==> src/rtl/router_controller_if.sv <==
`default_nettype none
// +----------------------------------------------------------------------------+
// | Module   : router_controller_if                                            |
// | Purpose  : Handshake/bus bundle between the router controller, the layer   |
// |            scheduler, the router bank and the activation SRAM.             |
// | Revision : 1.0  initial release                                            |
// +----------------------------------------------------------------------------+
interface router_controller_if #(
  parameter int ROUTER_COUNT = 4,
  parameter int ADDR_WIDTH   = 8
);
  // scheduler -> controller
  logic                    i_start;
  logic [ADDR_WIDTH-1:0]   i_i_size;
  logic [ADDR_WIDTH-1:0]   i_o_size;
  logic [ADDR_WIDTH-1:0]   i_start_addr;
  logic [ADDR_WIDTH-1:0]   i_end_addr;
  // router bank / PE array -> controller
  logic [ROUTER_COUNT-1:0] i_miso_empty;
  logic                    i_pe_ready;
  // controller -> router bank / SRAM / scheduler
  logic                    o_reg_clear;
  logic                    o_ag_en;
  logic                    o_ac_en;
  logic                    o_sram_re;
  logic [ADDR_WIDTH-1:0]   o_sram_addr;
  logic [ADDR_WIDTH-1:0]   o_o_x;
  logic [ADDR_WIDTH-1:0]   o_o_y;
  logic [ROUTER_COUNT-1:0] o_row_active;
  logic                    o_miso_pop_en;
  logic                    o_busy;
  logic                    o_done;

  // controller side
  modport master (
    input  i_start, i_i_size, i_o_size, i_start_addr, i_end_addr,
    input  i_miso_empty, i_pe_ready,
    output o_reg_clear, o_ag_en, o_ac_en, o_sram_re, o_sram_addr,
    output o_o_x, o_o_y, o_row_active, o_miso_pop_en, o_busy, o_done
  );

  // environment side (scheduler, routers, SRAM)
  modport slave (
    output i_start, i_i_size, i_o_size, i_start_addr, i_end_addr,
    output i_miso_empty, i_pe_ready,
    input  o_reg_clear, o_ag_en, o_ac_en, o_sram_re, o_sram_addr,
    input  o_o_x, o_o_y, o_row_active, o_miso_pop_en, o_busy, o_done
  );
endinterface
`default_nettype wire

==> src/rtl/router_controller.sv <==
`default_nettype none
// +----------------------------------------------------------------------------+
// | Module   : router_controller                                               |
// | Purpose  : Walks a bank of row routers through a convolution layer one     |
// |            output window at a time: clear, address-gen pulse, SRAM sweep   |
// |            with comparator broadcast, then lock-step MISO drain.           |
// |            Define ROUTER_CTRL_PERF_EN to add busy/stall perf counters.     |
// | Revision : 1.0  initial release                                            |
// +----------------------------------------------------------------------------+
module router_controller #(
  parameter int ROUTER_COUNT = 4,
  parameter int ADDR_WIDTH   = 8,
  parameter int KERNEL_SIZE  = 3,
  parameter int AG_LATENCY   = 1,
  parameter int SRAM_LATENCY = 1
) (
  input  wire logic           i_clk,
  input  wire logic           i_rst,
  router_controller_if.master bus
`ifdef ROUTER_CTRL_PERF_EN
  ,
  output logic [31:0]         o_perf_cycles,
  output logic [31:0]         o_perf_stalls
`endif
);

  localparam int YW      = ADDR_WIDTH + 1;
  localparam int POPS    = KERNEL_SIZE * KERNEL_SIZE;
  localparam int POP_W   = $clog2(POPS + 1);
  localparam int LAT_MAX = (AG_LATENCY > SRAM_LATENCY) ? AG_LATENCY : SRAM_LATENCY;
  localparam int LAT_W   = (LAT_MAX > 1) ? $clog2(LAT_MAX) : 1;

  typedef enum logic [2:0] {
    ST_IDLE  = 3'd0,
    ST_CLEAR = 3'd1,
    ST_GEN   = 3'd2,
    ST_READ  = 3'd3,
    ST_TAIL  = 3'd4,
    ST_DRAIN = 3'd5,
    ST_NEXT  = 3'd6,
    ST_DONE  = 3'd7
  } state_t;

  state_t                  state_q, state_d;
  logic [ADDR_WIDTH-1:0]   i_size_q, i_size_d;
  logic [ADDR_WIDTH-1:0]   o_size_q, o_size_d;
  logic [ADDR_WIDTH-1:0]   start_addr_q, start_addr_d;
  logic [ADDR_WIDTH-1:0]   end_addr_q, end_addr_d;
  logic [ADDR_WIDTH-1:0]   addr_q, addr_d;
  logic [ADDR_WIDTH-1:0]   o_x_q, o_x_d;
  logic [ADDR_WIDTH-1:0]   o_y_q, o_y_d;
  logic [LAT_W-1:0]        lat_q, lat_d;
  logic [POP_W-1:0]        pop_cnt_q, pop_cnt_d;

  logic [ROUTER_COUNT-1:0] w_row_active;
  logic                    w_pop_ok;
  logic [YW-1:0]           w_y_next;
  logic                    w_reg_clear, w_ag_en, w_ac_en, w_sram_re, w_pop_en, w_done;

  // The input edge is latched for the router bank's benefit but not used here
  logic unused_i_size;
  assign unused_i_size = ^i_size_q;

  // Row k is live while o_y+k is inside the map; extra bit stops wrap at the top
  for (genvar k = 0; k < ROUTER_COUNT; k++) begin : g_row
    assign w_row_active[k] = ({1'b0, o_y_q} + YW'(k)) < {1'b0, o_size_q};
  end

  // A pop needs the PE array ready and every live row holding data
  assign w_pop_ok = bus.i_pe_ready & ~|(bus.i_miso_empty & w_row_active);

  // State and counter register
  always_ff @(posedge i_clk or posedge i_rst) begin
    if (i_rst) begin
      state_q      <= ST_IDLE;
      i_size_q     <= '0;
      o_size_q     <= '0;
      start_addr_q <= '0;
      end_addr_q   <= '0;
      addr_q       <= '0;
      o_x_q        <= '0;
      o_y_q        <= '0;
      lat_q        <= '0;
      pop_cnt_q    <= '0;
    end else begin
      state_q      <= state_d;
      i_size_q     <= i_size_d;
      o_size_q     <= o_size_d;
      start_addr_q <= start_addr_d;
      end_addr_q   <= end_addr_d;
      addr_q       <= addr_d;
      o_x_q        <= o_x_d;
      o_y_q        <= o_y_d;
      lat_q        <= lat_d;
      pop_cnt_q    <= pop_cnt_d;
    end
  end

  // Next-state, window stepping and strobe decode
  always_comb begin
    state_d      = state_q;
    i_size_d     = i_size_q;
    o_size_d     = o_size_q;
    start_addr_d = start_addr_q;
    end_addr_d   = end_addr_q;
    addr_d       = addr_q;
    o_x_d        = o_x_q;
    o_y_d        = o_y_q;
    lat_d        = lat_q;
    pop_cnt_d    = pop_cnt_q;
    w_y_next     = {1'b0, o_y_q};
    w_reg_clear  = 1'b0;
    w_ag_en      = 1'b0;
    w_ac_en      = 1'b0;
    w_sram_re    = 1'b0;
    w_pop_en     = 1'b0;
    w_done       = 1'b0;

    case (state_q)
      ST_IDLE: begin
        if (bus.i_start) begin
          i_size_d     = bus.i_i_size;
          o_size_d     = bus.i_o_size;
          start_addr_d = bus.i_start_addr;
          end_addr_d   = bus.i_end_addr;
          o_x_d        = '0;
          o_y_d        = '0;
          state_d      = ST_CLEAR;
        end
      end
      ST_CLEAR: begin
        w_reg_clear = 1'b1;
        lat_d       = '0;
        state_d     = ST_GEN;
      end
      ST_GEN: begin
        w_ag_en = 1'b1;
        if (lat_q == LAT_W'(AG_LATENCY - 1)) begin
          lat_d   = '0;
          addr_d  = start_addr_q;
          state_d = ST_READ;
        end else begin
          lat_d = lat_q + 1'b1;
        end
      end
      ST_READ: begin
        w_sram_re = 1'b1;
        w_ac_en   = 1'b1;
        if (addr_q == end_addr_q) begin
          lat_d   = '0;
          state_d = ST_TAIL;
        end else begin
          addr_d = addr_q + 1'b1;
        end
      end
      ST_TAIL: begin
        w_ac_en = 1'b1;
        if (lat_q == LAT_W'(SRAM_LATENCY - 1)) begin
          lat_d     = '0;
          pop_cnt_d = '0;
          state_d   = ST_DRAIN;
        end else begin
          lat_d = lat_q + 1'b1;
        end
      end
      ST_DRAIN: begin
        w_pop_en = w_pop_ok;
        if (w_pop_ok) begin
          if (pop_cnt_q == POP_W'(POPS - 1)) begin
            pop_cnt_d = '0;
            state_d   = ST_NEXT;
          end else begin
            pop_cnt_d = pop_cnt_q + 1'b1;
          end
        end
      end
      ST_NEXT: begin
        if (o_x_q == o_size_q - 1'b1) begin
          o_x_d    = '0;
          w_y_next = {1'b0, o_y_q} + YW'(ROUTER_COUNT);
        end else begin
          o_x_d = o_x_q + 1'b1;
        end
        o_y_d   = w_y_next[ADDR_WIDTH-1:0];
        state_d = (w_y_next >= {1'b0, o_size_q}) ? ST_DONE : ST_CLEAR;
      end
      ST_DONE: begin
        w_done  = 1'b1;
        state_d = ST_IDLE;
      end
      default: state_d = ST_IDLE;
    endcase
  end

  assign bus.o_reg_clear   = w_reg_clear;
  assign bus.o_ag_en       = w_ag_en;
  assign bus.o_ac_en       = w_ac_en;
  assign bus.o_sram_re     = w_sram_re;
  assign bus.o_sram_addr   = addr_q;
  assign bus.o_o_x         = o_x_q;
  assign bus.o_o_y         = o_y_q;
  assign bus.o_row_active  = w_row_active;
  assign bus.o_miso_pop_en = w_pop_en;
  assign bus.o_busy        = (state_q != ST_IDLE);
  assign bus.o_done        = w_done;

`ifdef ROUTER_CTRL_PERF_EN
  logic [31:0] perf_cycles_q, perf_cycles_d;
  logic [31:0] perf_stalls_q, perf_stalls_d;

  // Saturating busy-cycle and drain-stall counters, cleared on an accepted start
  always_comb begin
    perf_cycles_d = perf_cycles_q;
    perf_stalls_d = perf_stalls_q;
    if (state_q == ST_IDLE && bus.i_start) begin
      perf_cycles_d = '0;
      perf_stalls_d = '0;
    end else begin
      if (state_q != ST_IDLE && perf_cycles_q != '1)
        perf_cycles_d = perf_cycles_q + 1'b1;
      if (state_q == ST_DRAIN && !w_pop_ok && perf_stalls_q != '1)
        perf_stalls_d = perf_stalls_q + 1'b1;
    end
  end

  // Perf counter register
  always_ff @(posedge i_clk or posedge i_rst) begin
    if (i_rst) begin
      perf_cycles_q <= '0;
      perf_stalls_q <= '0;
    end else begin
      perf_cycles_q <= perf_cycles_d;
      perf_stalls_q <= perf_stalls_d;
    end
  end

  assign o_perf_cycles = perf_cycles_q;
  assign o_perf_stalls = perf_stalls_q;
`endif

endmodule
`default_nettype wire

==> src/flat_wrapper.sv <==
// flat-port wrapper written by rule: the top's interface ports become plain ports
module router_controller_flat 
#(
  parameter int ROUTER_COUNT = 4,
  parameter int ADDR_WIDTH   = 8,
  parameter int KERNEL_SIZE  = 3,
  parameter int AG_LATENCY   = 1,
  parameter int SRAM_LATENCY = 1
)
  (i_clk, i_rst, bus_i_start, bus_i_i_size, bus_i_o_size, bus_i_start_addr, bus_i_end_addr, bus_i_miso_empty, bus_i_pe_ready, bus_o_reg_clear, bus_o_ag_en, bus_o_ac_en, bus_o_sram_re, bus_o_sram_addr, bus_o_o_x, bus_o_o_y, bus_o_row_active, bus_o_miso_pop_en, bus_o_busy, bus_o_done);
  router_controller_if #(.ROUTER_COUNT(ROUTER_COUNT), .ADDR_WIDTH(ADDR_WIDTH)) bus_i ();
  input  wire logic i_clk;
  input  wire logic i_rst;
  input wire logic [$bits(bus_i.i_start)-1:0] bus_i_start;
  input wire logic [$bits(bus_i.i_i_size)-1:0] bus_i_i_size;
  input wire logic [$bits(bus_i.i_o_size)-1:0] bus_i_o_size;
  input wire logic [$bits(bus_i.i_start_addr)-1:0] bus_i_start_addr;
  input wire logic [$bits(bus_i.i_end_addr)-1:0] bus_i_end_addr;
  input wire logic [$bits(bus_i.i_miso_empty)-1:0] bus_i_miso_empty;
  input wire logic [$bits(bus_i.i_pe_ready)-1:0] bus_i_pe_ready;
  output wire logic [$bits(bus_i.o_reg_clear)-1:0] bus_o_reg_clear;
  output wire logic [$bits(bus_i.o_ag_en)-1:0] bus_o_ag_en;
  output wire logic [$bits(bus_i.o_ac_en)-1:0] bus_o_ac_en;
  output wire logic [$bits(bus_i.o_sram_re)-1:0] bus_o_sram_re;
  output wire logic [$bits(bus_i.o_sram_addr)-1:0] bus_o_sram_addr;
  output wire logic [$bits(bus_i.o_o_x)-1:0] bus_o_o_x;
  output wire logic [$bits(bus_i.o_o_y)-1:0] bus_o_o_y;
  output wire logic [$bits(bus_i.o_row_active)-1:0] bus_o_row_active;
  output wire logic [$bits(bus_i.o_miso_pop_en)-1:0] bus_o_miso_pop_en;
  output wire logic [$bits(bus_i.o_busy)-1:0] bus_o_busy;
  output wire logic [$bits(bus_i.o_done)-1:0] bus_o_done;
  assign bus_i.i_start = bus_i_start;
  assign bus_i.i_i_size = bus_i_i_size;
  assign bus_i.i_o_size = bus_i_o_size;
  assign bus_i.i_start_addr = bus_i_start_addr;
  assign bus_i.i_end_addr = bus_i_end_addr;
  assign bus_i.i_miso_empty = bus_i_miso_empty;
  assign bus_i.i_pe_ready = bus_i_pe_ready;
  assign bus_o_reg_clear = bus_i.o_reg_clear;
  assign bus_o_ag_en = bus_i.o_ag_en;
  assign bus_o_ac_en = bus_i.o_ac_en;
  assign bus_o_sram_re = bus_i.o_sram_re;
  assign bus_o_sram_addr = bus_i.o_sram_addr;
  assign bus_o_o_x = bus_i.o_o_x;
  assign bus_o_o_y = bus_i.o_o_y;
  assign bus_o_row_active = bus_i.o_row_active;
  assign bus_o_miso_pop_en = bus_i.o_miso_pop_en;
  assign bus_o_busy = bus_i.o_busy;
  assign bus_o_done = bus_i.o_done;
  router_controller #(.ROUTER_COUNT(ROUTER_COUNT), .ADDR_WIDTH(ADDR_WIDTH), .KERNEL_SIZE(KERNEL_SIZE), .AG_LATENCY(AG_LATENCY), .SRAM_LATENCY(SRAM_LATENCY)) u_core (.i_clk(i_clk), .i_rst(i_rst), .bus(bus_i));
endmodule
==> config.mk <==
export PLATFORM = sky130hd
export DESIGN_NAME = router_controller_flat
export DESIGN_NICKNAME = d
export VERILOG_FILES = /design/src/rtl/router_controller_if.sv /design/src/rtl/router_controller.sv /design/src/flat_wrapper.sv
export SDC_FILE = /design/constraint.sdc
export NUM_CORES = 1
export LEC_CHECK = 0
export ABC_AREA = 1
export CAP_MARGIN = 20
export CORE_UTILIZATION = 46
export CTS_CLUSTER_SIZE = 20
export DETAILED_ROUTE_END_ITERATION = 8
export PLACE_DENSITY = 0.73
export RECOVER_POWER = 25
export SLEW_MARGIN = 20
export SYNTH_ARGS = -nofsm -noshare
export SYNTH_HDL_FRONTEND = slang
export SYNTH_SLANG_ARGS = --single-unit
export TNS_END_PERCENT = 20
==> constraint.sdc <==
create_clock -name i_clk -period 3.18 [get_ports i_clk]
set_input_delay 0.477 -clock i_clk [delete_from_list [all_inputs] [get_ports i_clk]]
set_output_delay 0.477 -clock i_clk [all_outputs]
set_load 0.1 [all_outputs]
# --- Word-level counts from Yosys, hierarchy flattened ---
# Index checks and enable logic that the tools add are counted.
word_totals:
  in_bits: 40
  mem_count: 0
  register_bits: 56
  rom_bits: 0
  ramBits: 0
  latchBits: 0
  word_cells: 88
classes:
  bitwise_logic: 2
  div_mod_pow: 0
  magnitude_cmp: 5
  n_eq_ne: 17
  reduce_logical: 16
  n_mul: 0
  add_sub_neg: 9
  n_mux: 30
  n_shift: 0
op_table:
  columns: ["cell", "n"]
  rows:
  - ["case mux 8 bit (2 select lines)", 3]
  - ["two-way mux 8 bit", 4]
  - ["< comparator 9 x 8 -> 1 bit", 3]
  - ["case mux 3 bit (8 select lines)", 1]
  - ["two-way mux 3 bit", 7]
  - ["adder 8 x 2 -> 9 bit, second input constant", 2]
  - ["two-way mux 9 bit", 2]
  - ["adder 8 x 1 -> 8 bit, second input constant", 2]
  - ["== test 8 bit", 2]
  - ["== test 3 bit, second input constant", 4]
  - ["two-way mux 4 bit", 3]
  - ["adder 8 x 1 -> 9 bit, second input constant", 1]
  - ["adder 8 x 3 -> 9 bit, second input constant", 1]
  - ["greater-or-equal comparator 9 x 8 -> 1 bit", 1]
  - ["< comparator 8 bit", 1]
  - ["two-way mux 1 bit", 8]
  - ["!= test 2 bit, second input constant", 4]
  - ["case mux 4 bit (2 select lines)", 1]
  - ["subtractor 8 x 1 -> 8 bit, second input constant", 1]
  - ["== test 3 x 2 -> 1 bit, second input constant", 2]
  - ["!= test 2 x 1 -> 1 bit, second input constant", 3]
  - ["AND reduction 2 bit", 3]
  - ["AND reduction 3 bit", 2]
  - ["AND reduction 6 bit", 1]
  - ["13 further kinds", 17]

# --- Longest topological paths before layout ---
logic_depth:
  depth_word: 8
  mapped_depth: 24
  ltp_nobuf: 24

# --- Worst setup path after synthesis ---
# Ideal clock, no wire load.
synth_timing:
  kind: "reg2out"
  from: "register u_core.o_y_q[4] (netlist: u_core.bus.o_o_y[4])"
  to: "output bus_o_row_active[2]"
  path_stages_with_launch: 8
  setup_slack_ns: -1.194
  arrival_time_ns: 3.897
  required_time_ns: 2.703
  n_path_buf: 1
  cell_sequence: "dfrtp_1 clkbuf_1 ha_1 nand2_1 inv_1 nand2_1 a21oi_1 nor3b_1"
synth_between:
  elab_chain_len: 2
synth_lines:
  columns: ["item", "line", "text"]
  rows:
  - ["from (decl)", "router_controller.sv:51", "logic [ADDR_WIDTH-1:0] o_y_q, o_y_d;"]
  - ["from (signal assigned)", "router_controller.sv:93", "o_y_q <= o_y_d;"]
  - ["adder 8 x 2 -> 9 bit", "router_controller.sv:66", "assign w_row_active[k] = ({1'b0, o_y_q} + YW'(k)) < {1'b0, o_size_q};"]
  - ["< comparator 9 x 8 -> 1 bit", "router_controller.sv:66", null]
  - ["to (decl)", "flat_wrapper.sv:28", "output wire logic [$bits(bus_i.o_row_active)-1:0] bus_o_row_active;"]
# Every way passes these cells.

# --- Worst setup path after layout ---
layout_timing:
  from: "register u_core.o_size_q[1]"
  to: "register u_core.state_q[1]"
layout_between:
  elab_chain_len: 7
  elab_cells_between_ends: 17
  cone_classes: "1 x add/sub; 5 x order compare; 2 x eq/ne; 4 x mux; 2 x bitwise; 3 x reduce/logical"
layout_lines:
  columns: ["item", "line", "text"]
  rows:
  - ["from (decl)", "router_controller.sv:46", "logic [ADDR_WIDTH-1:0] o_size_q, o_size_d;"]
  - ["from (signal assigned)", "router_controller.sv:88", "o_size_q <= o_size_d;"]
  - ["subtractor 8 x 1 -> 8 bit (tied with other cells)", "router_controller.sv:178", "if (o_x_q == o_size_q - 1'b1) begin"]
  - ["== test 8 bit or bitwise AND 4 bit (tied branches)", "router_controller.sv:178, router_controller.sv:70", null]
  - ["two-way mux 9 bit or OR reduction 4 bit (tied branches)", "router_controller.sv:178, router_controller.sv:70", null]
  - ["two-way mux 9 bit or logical NOT 1 bit (tied branches)", "router_controller.sv:119, router_controller.sv:70", null]
  - ["greater-or-equal comparator 9 x 8 -> 1 bit or bitwise AND 1 bit (tied branches)", "router_controller.sv:185, router_controller.sv:70", null]
  - ["two-way mux 3 bit or != test 2 x 1 -> 1 bit (tied branches)", null, null]
  - ["case mux 3 bit (8 select lines) or AND reduction 6 bit (tied branches)", null, null]
  - ["to (signal assigned)", "router_controller.sv:86", "state_q <= state_d;"]
  - ["to (decl)", "router_controller.sv:44", "state_t state_q, state_d;"]
# Several ways; a longest one is shown, not always the timed one. The select of a mux whose other input is x is not followed.
# A chain may end at the register's enable or synchronous reset.

==> flow_metrics.tcl <==
set metrics [dict create \
    n_antenna_cell 0 \
    maxCapViolations 0 \
    area_growth_pct 25.3 \
    design.core.area_sq_um 7770 \
    cts.sinks 53 \
    async_flop_share 1.00 \
    outcome "finished, final reports clean" \
    hold_path.class "reg2reg" \
    antenna_left 0 \
    startpoint_type "flip-flop" \
    synth_cell_types 42 \
    overflow 0 \
    peakVddDrop_uv 724 \
    route.detailed.drc 0 \
    finalCritPeriodShare 0.993 \
    num-fill-cells 712 \
    whs_ns 0.510 \
    rsz0062_at_grt "true" \
    syn_area_per_cell_sq_um 7.68 \
    drive_above_1_share 0.216 \
    crit_arrival_ns 3.36 \
    slew_headroom 0.123 \
    vias 3420 \
    via_per_inst 5.20 \
    finalSetupViolCount 0 \
    synthesis.area_sq_um 3690 \
    fp.dieH_um 91.6 \
    worstPathCellList "inv_2, ha_4, nor2_1, nor2_1, nand2_1, nor2_2, nand2_2, nor2_4, nand3_4, nor2_4, xor2_2, ha_1, nand2_1, inv_1, nand4_1, nand3_1, nand3_1, nand2_1, a211oi_2, buf_4, nand3_2, nand2_2, a21oi_2" \
    leakage_nw 2.30 \
    max_stage_delay_ns 0.43 \
    grt_pass1_wl_um 15000 \
    final_cell_mix "nand2_1, inv_1, dfrtp_1, nor2_1, buf_4" \
    max_freq_mhz 317 \
    grt_usage 0.221 \
    h-tree-depth 2 \
    postLayoutCellArea_sq_um 4630 \
    fin_crit_ns 3.16 \
    wl_per_cell_um 13.4 \
    hpwlAfterDp_um 6710 \
    nets 622 \
    path_class "reg2reg" \
    hold_viol 0 \
    dieArea_sq_um 8390 \
    grt_pass1_vias 3288 \
    start_util 0.476 \
    postCtsHoldBufs 0 \
    num_io_pins 75 \
    yosysSeqAreaShare 0.359 \
    dpl_cell_area_sq_um 4490 \
    die_w_um 91.6 \
    ys_top_cells_by_area "dfrtp_1, nand2_1, ha_1" \
    slowest_stage "dfrtp_1" \
    required_ns 3.38 \
    fin_cells 658 \
    num_rows 32 \
    io_buffers 64 \
    multi_input_area_sq_um 2130 \
    cts_tree "built" \
    crit_top_cell "nand2_1" \
    dr.pass1.iters 4 \
    drt_iter0_drc 201 \
    synth_ff_type "dfrtp_1" \
    worst_pin_slew_ns 1.32 \
    power_mw 4.77 \
    synth-edff-count 0 \
    place_congestion 0.891 \
    syn_inst 481 \
    insertion_delay_ns 0.32 \
    yosys_warnings 0 \
    drv_slew 0 \
    synth_top_area_frac 0.359 \
    drt_wl_total_um 8790 \
    cts_root_buf "clkbuf_8" \
    placed_cells 648 \
    antenna_found_initial 0 \
    synth_top_area_cell "dfrtp_1" \
    grt_max_degree 37 \
    regArea_sq_um 1330 \
    ys_ff_latch 53 \
    end_kind "flip-flop" \
    fin_skew_ns 0.0168 \
    power_density_nw_per_um2 1030 \
    final_common_cell "nand2_1" \
    critical_path.max_fanout 4 \
    cts_made_buffers 5 \
    cts.clk_slew.worst_paths_ns 0.11 \
    cts.path.max_buffers 2 \
]
-- final timing paths --
path	from	endpoint	slack (ns)	depth (start not counted)
max in group asynchronous	i_rst	u_core.bus.o_o_y[5]$_DFFE_PP0P_	0.41	3
max	u_core.o_size_q[1]$_DFFE_PP0P_	u_core.state_q[1]$_DFFE_PP0P_	0.02	23
min	u_core.start_addr_q[5]$_DFFE_PP0P_	u_core.start_addr_q[5]$_DFFE_PP0P_	0.51	1
min in group asynchronous	i_rst	u_core.bus.o_sram_addr[2]$_DFFE_PP0P_	0.81	2
max reg2reg	u_core.o_size_q[1]$_DFFE_PP0P_	u_core.state_q[1]$_DFFE_PP0P_	0.02	23
min reg2reg	u_core.start_addr_q[5]$_DFFE_PP0P_	u_core.start_addr_q[5]$_DFFE_PP0P_	0.51	1
-- flip-flops by register name, indices dropped and copies added, names as in the netlist --
name / cells
u_core.state_q: 3
u_core.start_addr_q: 8
u_core.bus.o_o_y: 6
u_core.o_size_q: 8
u_core.bus.o_o_x: 8
u_core.bus.o_sram_addr: 8
u_core.end_addr_q: 8
u_core.pop_cnt_q: 4
-- area by class of cell --
type	count	share of cell area
clock inverters	2	0.00351
well taps	102	0.0276
multi-input cells	350	0.460
inverters	66	0.0543
clock buffers	6	0.0178
repair buffers	79	0.149
flip-flops and latches	53	0.288
-- logic make-up after synthesis --
logic type      count (synthesis)  synth area share
compound gates                 72             0.111
mux                            13            0.0396
xor+xnor                       17            0.0423
buf+inv                        79            0.0847
simple gates                  219             0.271
fa+ha+maj                      27            0.0914
other cells                     1           0.00101
flops                          53             0.359
-- worst max-delay path, delay by kind of cell, from the launching register on --
kind	cells	cell delay [ns]
adders and majority gates	2	0.53
and+or+nand+nor	15	1.35
AOI/OAI and AO/OA	2	0.28
xor gates and xnor gates	1	0.18
DFF	1	0.43
buffers and inverters	3	0.27
-- timing repair --
| item | 4_1_cts | 5_1_grt |
|---|---|---|
| setup buffers | 0 | 2 |
| endpoints found under the setup margin | 0 | 3 |
| gates resized for setup | 0 | 9 |
| endpoints found under the hold margin | 0 | 0 |
-- metrics by stage --
step | setup slack [ns] | TNS [ns] | util
floorplan | 0.00491 | 0 | -
global placement | 0.149 | 0 | 0.578
detailed placement | 0.0708 | 0 | 0.578
CTS | 0.0150 | 0 | 0.591
global route | -0.247 | -0.845 | 0.596
finish | 0.0213 | 0 | 0.596
-- per-layer routing --
metal / share of wire / routed length [um] / track usage / vias up
met2: 0.48 / 4240 / 0.368 / 94
met3: 0.049 / 435 / 0.0381 / 10
met5: 0 / 0 / 0 / -
li1: - / - / - / 1720
met1: 0.45 / 3970 / 0.291 / 1596
met4: 0.016 / 137 / 0.0754 / 0
-- Yosys cell counts (7+ instances only) --
cell type    n
inv_1       59
o22ai_1     12
dfrtp_1     53
a21oi_1     29
nand2_1    102
ha_1        27
xor2_1      14
nor2_1      48
mux2_2      13
inv_2        7
nor3_1      12
o21ai_0     14
nand3_1     24
-- where the power goes --
part	internal [mW]	switching, mW
combinational	0.897	2.17
clock	0.180	0.247
sequential	0.950	0.319
total	2.03	2.74
Power figures use the tool's default switching activity.
